**config.mk**
```make
export PLATFORM = sky130hd
export DESIGN_NAME = ssd_scan_driver
export DESIGN_NICKNAME = d
export VERILOG_FILES = /design/src/rtl/ssd_pkg.sv /design/src/rtl/ssd_hex_decoder.sv /design/src/rtl/ssd_scan_driver.sv
export SDC_FILE = /design/constraint.sdc
export NUM_CORES = 1
export LEC_CHECK = 0
export BUFFER_PORTS_ARGS = -buffer_cell sky130_fd_sc_hd__buf_4
export CAP_MARGIN = 10
export CORE_MARGIN = 10
export CORE_UTILIZATION = 56
export CTS_CLUSTER_SIZE = 14
export DETAILED_ROUTE_END_ITERATION = 10
export MAX_ROUTING_LAYER = met4
export PLACE_DENSITY_LB_ADDON = 0.3
export SLEW_MARGIN = 5
export SYNTH_ARGS = -nofsm -noshare
export SYNTH_HDL_FRONTEND = slang
export SYNTH_SLANG_ARGS = --single-unit
```
**constraint.sdc**
```tcl
create_clock -name ClkPort -period 4.2 [get_ports ClkPort]
set_clock_uncertainty 0.2 [all_clocks]
set_input_delay 0.84 -clock ClkPort [delete_from_list [all_inputs] [get_ports ClkPort]]
set_output_delay 0.84 -clock ClkPort [all_outputs]
set_load 0.005 [all_outputs]
```
**src/rtl/ssd_pkg.sv**
```systemverilog
// Shared constants for the seven-segment scan driver: hex glyph table and blank pattern.
// Segment order is {a,b,c,d,e,f,g}, active-low.
package ssd_pkg;

    localparam logic [6:0] SEG_HEX [16] = '{
        7'b0000001,  // 0
        7'b1001111,  // 1
        7'b0010010,  // 2
        7'b0000110,  // 3
        7'b1001100,  // 4
        7'b0100100,  // 5
        7'b0100000,  // 6
        7'b0001111,  // 7
        7'b0000000,  // 8
        7'b0000100,  // 9
        7'b0001000,  // A
        7'b1100000,  // b
        7'b0110001,  // C
        7'b1000010,  // d
        7'b0110000,  // E
        7'b0111000   // F
    };

    localparam logic [7:0] SEG_BLANK = 8'hFF;

endpackage

```
**src/rtl/ssd_hex_decoder.sv**
```systemverilog
// Combinational nibble to active-low seven-segment pattern.
module ssd_hex_decoder
    import ssd_pkg::*;
(
    input  logic [3:0] i_nibble,
    output logic [6:0] o_seg_n
);

    assign o_seg_n = SEG_HEX[i_nibble];

endmodule

```
**src/rtl/ssd_scan_driver.sv**
```systemverilog
// Time-multiplexed seven-segment driver: frame-snapshotted digits, leading-zero blanking,
// per-digit enable, decimal points and PWM brightness, with registered anode/cathode outputs.
module ssd_scan_driver
    import ssd_pkg::*;
#(
    parameter int unsigned NUM_DIGITS    = 8,
    parameter int unsigned SCAN_DIV_BITS = 18,
    parameter int unsigned PWM_BITS      = 4
) (
    input  logic                          ClkPort,
    input  logic                          Reset,
    input  logic [4*NUM_DIGITS-1:0]       value,
    input  logic [NUM_DIGITS-1:0]         dp_en,
    input  logic [NUM_DIGITS-1:0]         digit_en,
    input  logic                          blank_lz,
    input  logic [PWM_BITS-1:0]           brightness,
    output logic [NUM_DIGITS-1:0]         anode_n,
    output logic [7:0]                    cathode_n,
    output logic [$clog2(NUM_DIGITS)-1:0] scan_idx,
    output logic                          frame_tick
);

    localparam int unsigned IdxW = $clog2(NUM_DIGITS);
    localparam logic [IdxW-1:0] LastIdx = IdxW'(NUM_DIGITS - 1);

    logic [SCAN_DIV_BITS-1:0] r_presc;
    logic [IdxW-1:0]          r_idx;
    logic                     r_frame_tick;
    logic [4*NUM_DIGITS-1:0]  r_snap_value;
    logic [NUM_DIGITS-1:0]    r_snap_dp;
    logic [NUM_DIGITS-1:0]    r_snap_en;
    logic                     r_snap_blank_lz;
    logic [NUM_DIGITS-1:0]    r_anode_n;
    logic [7:0]               r_cathode_n;

    logic                     w_advance;
    logic                     w_wrap;
    logic [IdxW-1:0]          w_idx_next;
    logic [NUM_DIGITS-1:0]    w_lz_blank;
    logic [3:0]               w_nibble;
    logic [6:0]               w_seg_n;
    logic [PWM_BITS-1:0]      w_pwm_phase;
    logic                     w_pwm_on;
    logic                     w_active;
    logic [NUM_DIGITS-1:0]    w_anode_n;
    logic [7:0]               w_cathode_n;

    assign w_advance  = &r_presc;
    assign w_wrap     = w_advance && (r_idx == LastIdx);
    assign w_idx_next = (r_idx == LastIdx) ? '0 : r_idx + 1'b1;

    always_ff @(posedge ClkPort or posedge Reset) begin
        if (Reset) begin
            r_presc      <= '0;
            r_idx        <= '0;
            r_frame_tick <= 1'b0;
        end else begin
            r_presc      <= r_presc + 1'b1;
            r_frame_tick <= w_wrap;
            if (w_advance) begin
                r_idx <= w_idx_next;
            end
        end
    end

    // Snapshot only at frame wrap so a mid-scan value change cannot tear the display.
    always_ff @(posedge ClkPort or posedge Reset) begin
        if (Reset) begin
            r_snap_value    <= '0;
            r_snap_dp       <= '0;
            r_snap_en       <= '0;
            r_snap_blank_lz <= 1'b0;
        end else if (w_wrap) begin
            r_snap_value    <= value;
            r_snap_dp       <= dp_en;
            r_snap_en       <= digit_en;
            r_snap_blank_lz <= blank_lz;
        end
    end

    // Walk down from the top digit; a digit is blanked while everything above it is zero too.
    always_comb begin
        logic run_zero;
        w_lz_blank = '0;
        run_zero   = r_snap_blank_lz;
        for (int i = NUM_DIGITS - 1; i > 0; i--) begin
            run_zero      = run_zero && (r_snap_value[4*i +: 4] == 4'h0);
            w_lz_blank[i] = run_zero;
        end
    end

    assign w_nibble = r_snap_value[{r_idx, 2'b00} +: 4];

    ssd_hex_decoder u_hex_decoder (
        .i_nibble (w_nibble),
        .o_seg_n  (w_seg_n)
    );

    assign w_pwm_phase = r_presc[SCAN_DIV_BITS-1 -: PWM_BITS];
    assign w_pwm_on    = (&brightness) || (w_pwm_phase < brightness);
    assign w_active    = r_snap_en[r_idx] && !w_lz_blank[r_idx] && w_pwm_on;

    always_comb begin
        w_anode_n   = '1;
        w_cathode_n = SEG_BLANK;
        if (w_active) begin
            w_anode_n   = ~(NUM_DIGITS'(1) << r_idx);
            w_cathode_n = {w_seg_n, ~r_snap_dp[r_idx]};
        end
    end

    always_ff @(posedge ClkPort or posedge Reset) begin
        if (Reset) begin
            r_anode_n   <= '1;
            r_cathode_n <= SEG_BLANK;
        end else begin
            r_anode_n   <= w_anode_n;
            r_cathode_n <= w_cathode_n;
        end
    end

    assign anode_n    = r_anode_n;
    assign cathode_n  = r_cathode_n;
    assign scan_idx   = r_idx;
    assign frame_tick = r_frame_tick;

endmodule

```
# == After elaboration in Yosys (flattened, before gate mapping) ==
# Memory sizes are Yosys's and may differ from the RTL's.
# Cells that the tools add are included.
# classes
order_cmp,3
n_div,0
n_reduce_logical,21
muxes,11
n_bitwise,3
addsub,2
n_mul,0
shifts,2
eq_ne,1
# op_table
operator,count
32-bit by 6-bit indexed part select with 4-bit output,1
4-bit zero test,7
"18-bit by 1-bit adder with 18-bit output, second input constant",1
18-bit AND reduction,1
8-bit two-way mux,2
7-bit two-way mux,2
1-bit logical AND,10
1-bit binary-select mux with 3-bit select,3
8-bit inverter,1
"1-bit by 3-bit << shifter with 8-bit output, first input constant",1
"5-bit >= comparator, second input constant",1
4-bit inverter with 5-bit output,1
"3-bit by 4-bit less-than comparator with 1-bit output, second input constant",1
4-bit less-than comparator,1
4-bit AND reduction,1
"3-bit by 1-bit adder with 3-bit output, second input constant",1
"3-bit equality test, second input constant",1
1-bit two-way mux,3
3-bit two-way mux,1
1-bit zero test,1
1-bit logical OR,1
1-bit inverter,1
# word_totals
mem_bits_ro,112
wordCells,53
ram_bits,0
out_inout_bits,20
latch_bits,0
n_memories,1
reg_bits,87
inputBits,55
# memory_table
name,words,word_bits,read_ports,rd_ports_with_merged_regs,write_ports,line,source
(name not given),16,7,1,0,0,ssd_hex_decoder.sv:9,assign o_seg_n = SEG_HEX[i_nibble];

# == Longest topological paths before layout ==
# logic_depth
depth_word,14
depth_mapped,12
depth_no_buf,10

# == Modules after synthesis ==
# A second synthesis with hierarchy kept.
# unflattened
cells_unflattened,319
area_unflattened_um2,4241.6
# by_module_without_submodules
module,seq_area_each_um2,n_inst,area_per_inst_um2,cells_each
ssd_scan_driver,2197.1,1,3966.3,287
ssd_hex_decoder,0.0,1,275.3,32

# == Least setup slack after synthesis ==
# OpenSTA, ideal clock, no wires.
# synth_timing
path_type,register to register
start,register r_idx[0] (netlist: scan_idx[0])
end,register r_cathode_n[2] (netlist: cathode_n[2])
n_path_buf,2
required_ns,3.906
period_less_slack_ns,2.466
setup_time_ns,0.094
path_slack_ns,1.734
arrival_ns,2.172
path_stages_with_launch,11
path_cell_list,dfrtp_1 buf_6 clkbuf_8 mux4_2 nand2_1 o21a_1 inv_1 ha_1 nor2b_1 a21oi_1 o221ai_1
# synth_between
elab_chain_cells,6
elab_cells_between_ends,13
classes_between,shift: 1; mux: 7; bitwise: 1; reduce/logical: 3; memory: 1
# synth_rtl
item,line,source
start: declaration,ssd_scan_driver.sv:27,logic [IdxW-1:0] r_idx;
start signal: assignment,ssd_scan_driver.sv:61,r_idx <= w_idx_next;
32-bit by 6-bit indexed part select with 4-bit output / 1-bit binary-select mux with 3-bit select (equally long branches),"ssd_scan_driver.sv:92, ssd_scan_driver.sv:101",
4-bit inverter with 5-bit output (not written as such) / 1-bit two-way mux (equally long branches),"ssd_hex_decoder.sv:9, ssd_scan_driver.sv:101",
memory read 16 x 7 bit / 1-bit zero test (equally long branches),n/a,
7-bit two-way mux (not written as such) / 1-bit logical AND (equally long branches) (2 in a row),"ssd_hex_decoder.sv:9, ssd_scan_driver.sv:101",
8-bit two-way mux *,ssd_scan_driver.sv:106,if (w_active) begin
net w_cathode_n[2],ssd_scan_driver.sv:46,logic [7:0] w_cathode_n;
end signal: assignment,ssd_scan_driver.sv:118,r_cathode_n <= w_cathode_n;
end: declaration,ssd_scan_driver.sv:34,logic [7:0] r_cathode_n;
# The timed path passes the listed nets; every way through them passes the cells marked *. The select of a mux whose other input is x is not followed.
# A chain may end at the register's enable or synchronous reset.

# == Worst setup path after layout ==
# layout_timing
start,register r_idx[1] (netlist: scan_idx[1])
end,register r_snap_value[17]
# layout_between
elab_chain_cells,2
# layout_rtl
item,line,source
3-bit equality test,ssd_scan_driver.sv:49,assign w_wrap = w_advance && (r_idx == LastIdx);
1-bit logical AND,ssd_scan_driver.sv:49,
end signal: assignment,ssd_scan_driver.sv:74,r_snap_value <= value;
end: declaration,ssd_scan_driver.sv:29,logic [4*NUM_DIGITS-1:0] r_snap_value;
# Every way passes these cells.

==> impl_metrics.json <==
{
  "ff2ff_setup_slack_ps": 1370,
  "layoutNonFillerInstCount": 490,
  "r2r-end": "r_snap_value[17]",
  "htreeDepth": 3,
  "worstPathArrival_ps": 2870,
  "dp_cells": 474,
  "cts_inserted_buffers": 9,
  "period_minus_slack_ps": 2830,
  "hp-class": "register to register",
  "dieArea_um2": 11200,
  "final_layout_size_suffix_gt1_frac": 0.442,
  "worstPathRequired_ps": 4240,
  "grt_start_max_net_pins": 32,
  "via_count": 2667,
  "r2r_cells": 5,
  "drt_pass1_iterations": 4,
  "synth_edf_count": 0,
  "rr_startpoint": "scan_idx[1]",
  "grt_pass1_wl_um": 14700,
  "min_to": "r_presc[12]",
  "hold_buffers": 0,
  "ios": 75,
  "synth_compound_area_frac": 0.0431,
  "antenna_found_initial": 0,
  "cts_setup_buffers": 0,
  "path_class": "register to register",
  "path_max_fanout": 22,
  "cp-start-kind": "register",
  "multi_input_area_um2": 1780,
  "path_common_cell": "ha_1",
  "ys_ff_latch": 87,
  "holdCritStartpoint": "r_presc[12]",
  "crit_path_top_delay_cell": "dfrtp_1",
  "nets": 457,
  "end_kind": "register",
  "synthFlopType": "dfrtp_1",
  "syn_nets": 381,
  "fin_setup_tns_ps": 0,
  "finalHoldViolations": 0,
  "grt.total_usage": 0.166,
  "yosysSeqAreaShare": 0.530,
  "regArea_um2": 2200,
  "synthArstFlopShare": 1.00,
  "die_w_um": 106,
  "synth_top_family_by_area": "multiplexers",
  "maxCapViolCount": 0,
  "core.rowCount": 31,
  "insertion_delay_ps": 360,
  "diodes": 0,
  "avgSynthCellArea_um2": 13.4,
  "synthCells": 310,
  "ant_nets": 0,
  "synth_simple_gate_area_share": 0.0836,
  "portBuffers": 74,
  "hold_depth": 1,
  "drv_slew": 0,
  "synthDistinctLibCells": 44,
  "max_freq_ghz": 0.353,
  "syn_area_um2": 4150,
  "rsz0062_at_grt": "false",
  "grt-ovfl-total": 0,
  "report.final.setup_viol": 0,
  "dr.first_iter.drc_count": 121,
  "worstMarginPinSlew_ps": 648,
  "clk_pin_slew_ps": 90,
  "clock-sinks": 87,
  "status": "finished clean",
  "totalWireLength_um": 8640,
  "cellPowerDensity_nw_per_um2": 307,
  "synth_xor_area_frac": 0.0338,
  "die_h_um": 106,
  "cts_root_buf": "clkbuf_8",
  "cts_resized": 0,
  "relSlewSlack": 0.559,
  "cts_tree": "done",
  "synthAdderAreaFrac": 0.0483,
  "vdd_drop_max_uv": 202,
  "clockBufferDepth": 2,
  "synth_warnings": 0,
  "hpwl_um": 6510,
  "grt_pass1_vias": 2899,
  "routabilityCongestion": 0.798,
  "cp_slowest_stage_delay_ps": 700,
  "vias_per_cell": 5.44,
  "syn_to_final_growth_pct": 19.5,
  "fill_cells": 546,
  "synth.area.mux_share": 0.219,
  "core_um2": 7210,
  "post-route-period-util": 0.674,
  "initial_utilization": 0.575,
  "drc_errors": 0,
  "p_leak_nw": 2.46,
  "wl_per_cell_um": 17.6,
  "cp_cell_sequence": "ha_1, ha_1, and4_2, buf_4, mux2_2"
}
-- Yosys cell counts (3+ instances only) --
master	instances	area share
nand2_1	23	0.021
nor2_1	6	0.0054
o21ai_1	3	0.0036
inv_1	13	0.012
and3_1	5	0.0075
buf_6	7	0.019
nor4_1	7	0.011
xor2_1	6	0.013
o221ai_1	5	0.011
a21oi_1	4	0.0048
dfstp_2	16	0.10
o21ai_0	5	0.0060
dfrtp_1	71	0.43
nand2b_1	3	0.0045
buf_2	3	0.0036
mux4_2	5	0.027
nand3_1	16	0.019
nand4_1	3	0.0045
mux2_2	49	0.13
mux2i_1	4	0.0097
xnor2_1	10	0.021
ha_1	16	0.048
mux4_1	6	0.038
-- kinds of logic after synthesis --
kind of cell,Yosys count
AO/OA/AOI/OAI,26
XOR/XNOR,16
adder cells (fa/ha/maj),16
buffers and inverters,28
flip-flops,87
multiplexers,67
AND/OR/NAND/NOR,70
-- metal layers --
layer	track usage	up-vias	part of all wire
met5	-	-	0
met4	0.0687	0	0.015
met3	0.0344	11	0.038
met2	0.258	67	0.48
met1	0.209	1324	0.46
li1	-	1265	-
-- report_power, final --
group	leakage, nW	switching, W	internal, W
Clock	0.102	0.000291	0.000333
Combinational	1.21	0.0000252	0.0000342
Sequential	1.15	0	0.000838
-- sequential cells by signal (all words and copies together), names as in the netlist --
name,cells
r_snap_value,32
r_presc,18
anode_n,8
cathode_n,8
r_snap_dp,8
r_snap_en,8
scan_idx,3
frame_tick,1
r_snap_blank_lz,1
-- area by class of cell --
| type | instances | area share |
|---|---|---|
| sequential | 87 | 0.443 |
| multi-input combinational | 195 | 0.358 |
| timing repair buffer | 79 | 0.120 |
| clock buffer | 10 | 0.0257 |
| tap | 99 | 0.0250 |
| clock inverter | 6 | 0.0172 |
| inverter | 14 | 0.0109 |
-- how the worst max path moves through the flow --
stage,slack [ps],cells after the start,end,start
floorplan,940,1,frame_tick,Reset
global placement,1470,5,r_snap_value[21],scan_idx[1]
finish,1370,5,r_snap_value[17],scan_idx[1]
global route,1210,5,r_snap_value[17],scan_idx[1]
CTS,1370,5,r_snap_value[20],scan_idx[1]
detailed placement,1390,5,r_snap_value[21],scan_idx[1]
-- stage by stage --
stage          setup slack (ps)   util  total power (W)  hold WS [ps]  area (µm²)
2_1_floorplan               936      -         0.000869           238        4150
3_3_place_gp               1470  0.658         0.000913           255        4740
3_5_place_dp               1390  0.658         0.000915           262        4740
4_1_cts                    1370  0.687          0.00154           278        4960
5_1_grt                    1210  0.687          0.00158           291        4960
6_report                   1370  0.687          0.00152           270        4960
-- critical path, delay by kind of cell, from the launching register on --
kind,cells,cell delay [ps]
fa+ha+maj,2,500
simple gates,1,590
buf+inv,1,340
mux,1,360
flops,1,700
-- cells in the final DEF (no fill, tap or decap), types with 2 or more instances in the layout --
cell type	synthesis	routed
inv_1	13	12
nand3_1	16	16
dfrtp_1	71	71
nor4_1	7	7
nand2_1	23	23
o21ai_1	3	3
mux2i_1	4	4
ha_1	16	16
clkinv_2	0	3
and3_1	5	5
o221ai_1	5	5
dfstp_2	16	16
o21ai_0	5	5
clkbuf_8	1	9
xnor2_1	10	10
mux2_2	49	49
mux4_2	5	5
a21oi_1	4	4
bufinv_16	0	2
clkinvlp_4	0	2
mux4_1	6	6
xor2_1	6	6
nand4_1	3	3
buf_4	1	79
and2_1	2	2
nor2_1	6	6
nand2b_1	3	3
a21o_1	2	2
(Power assumes the default switching activity.)
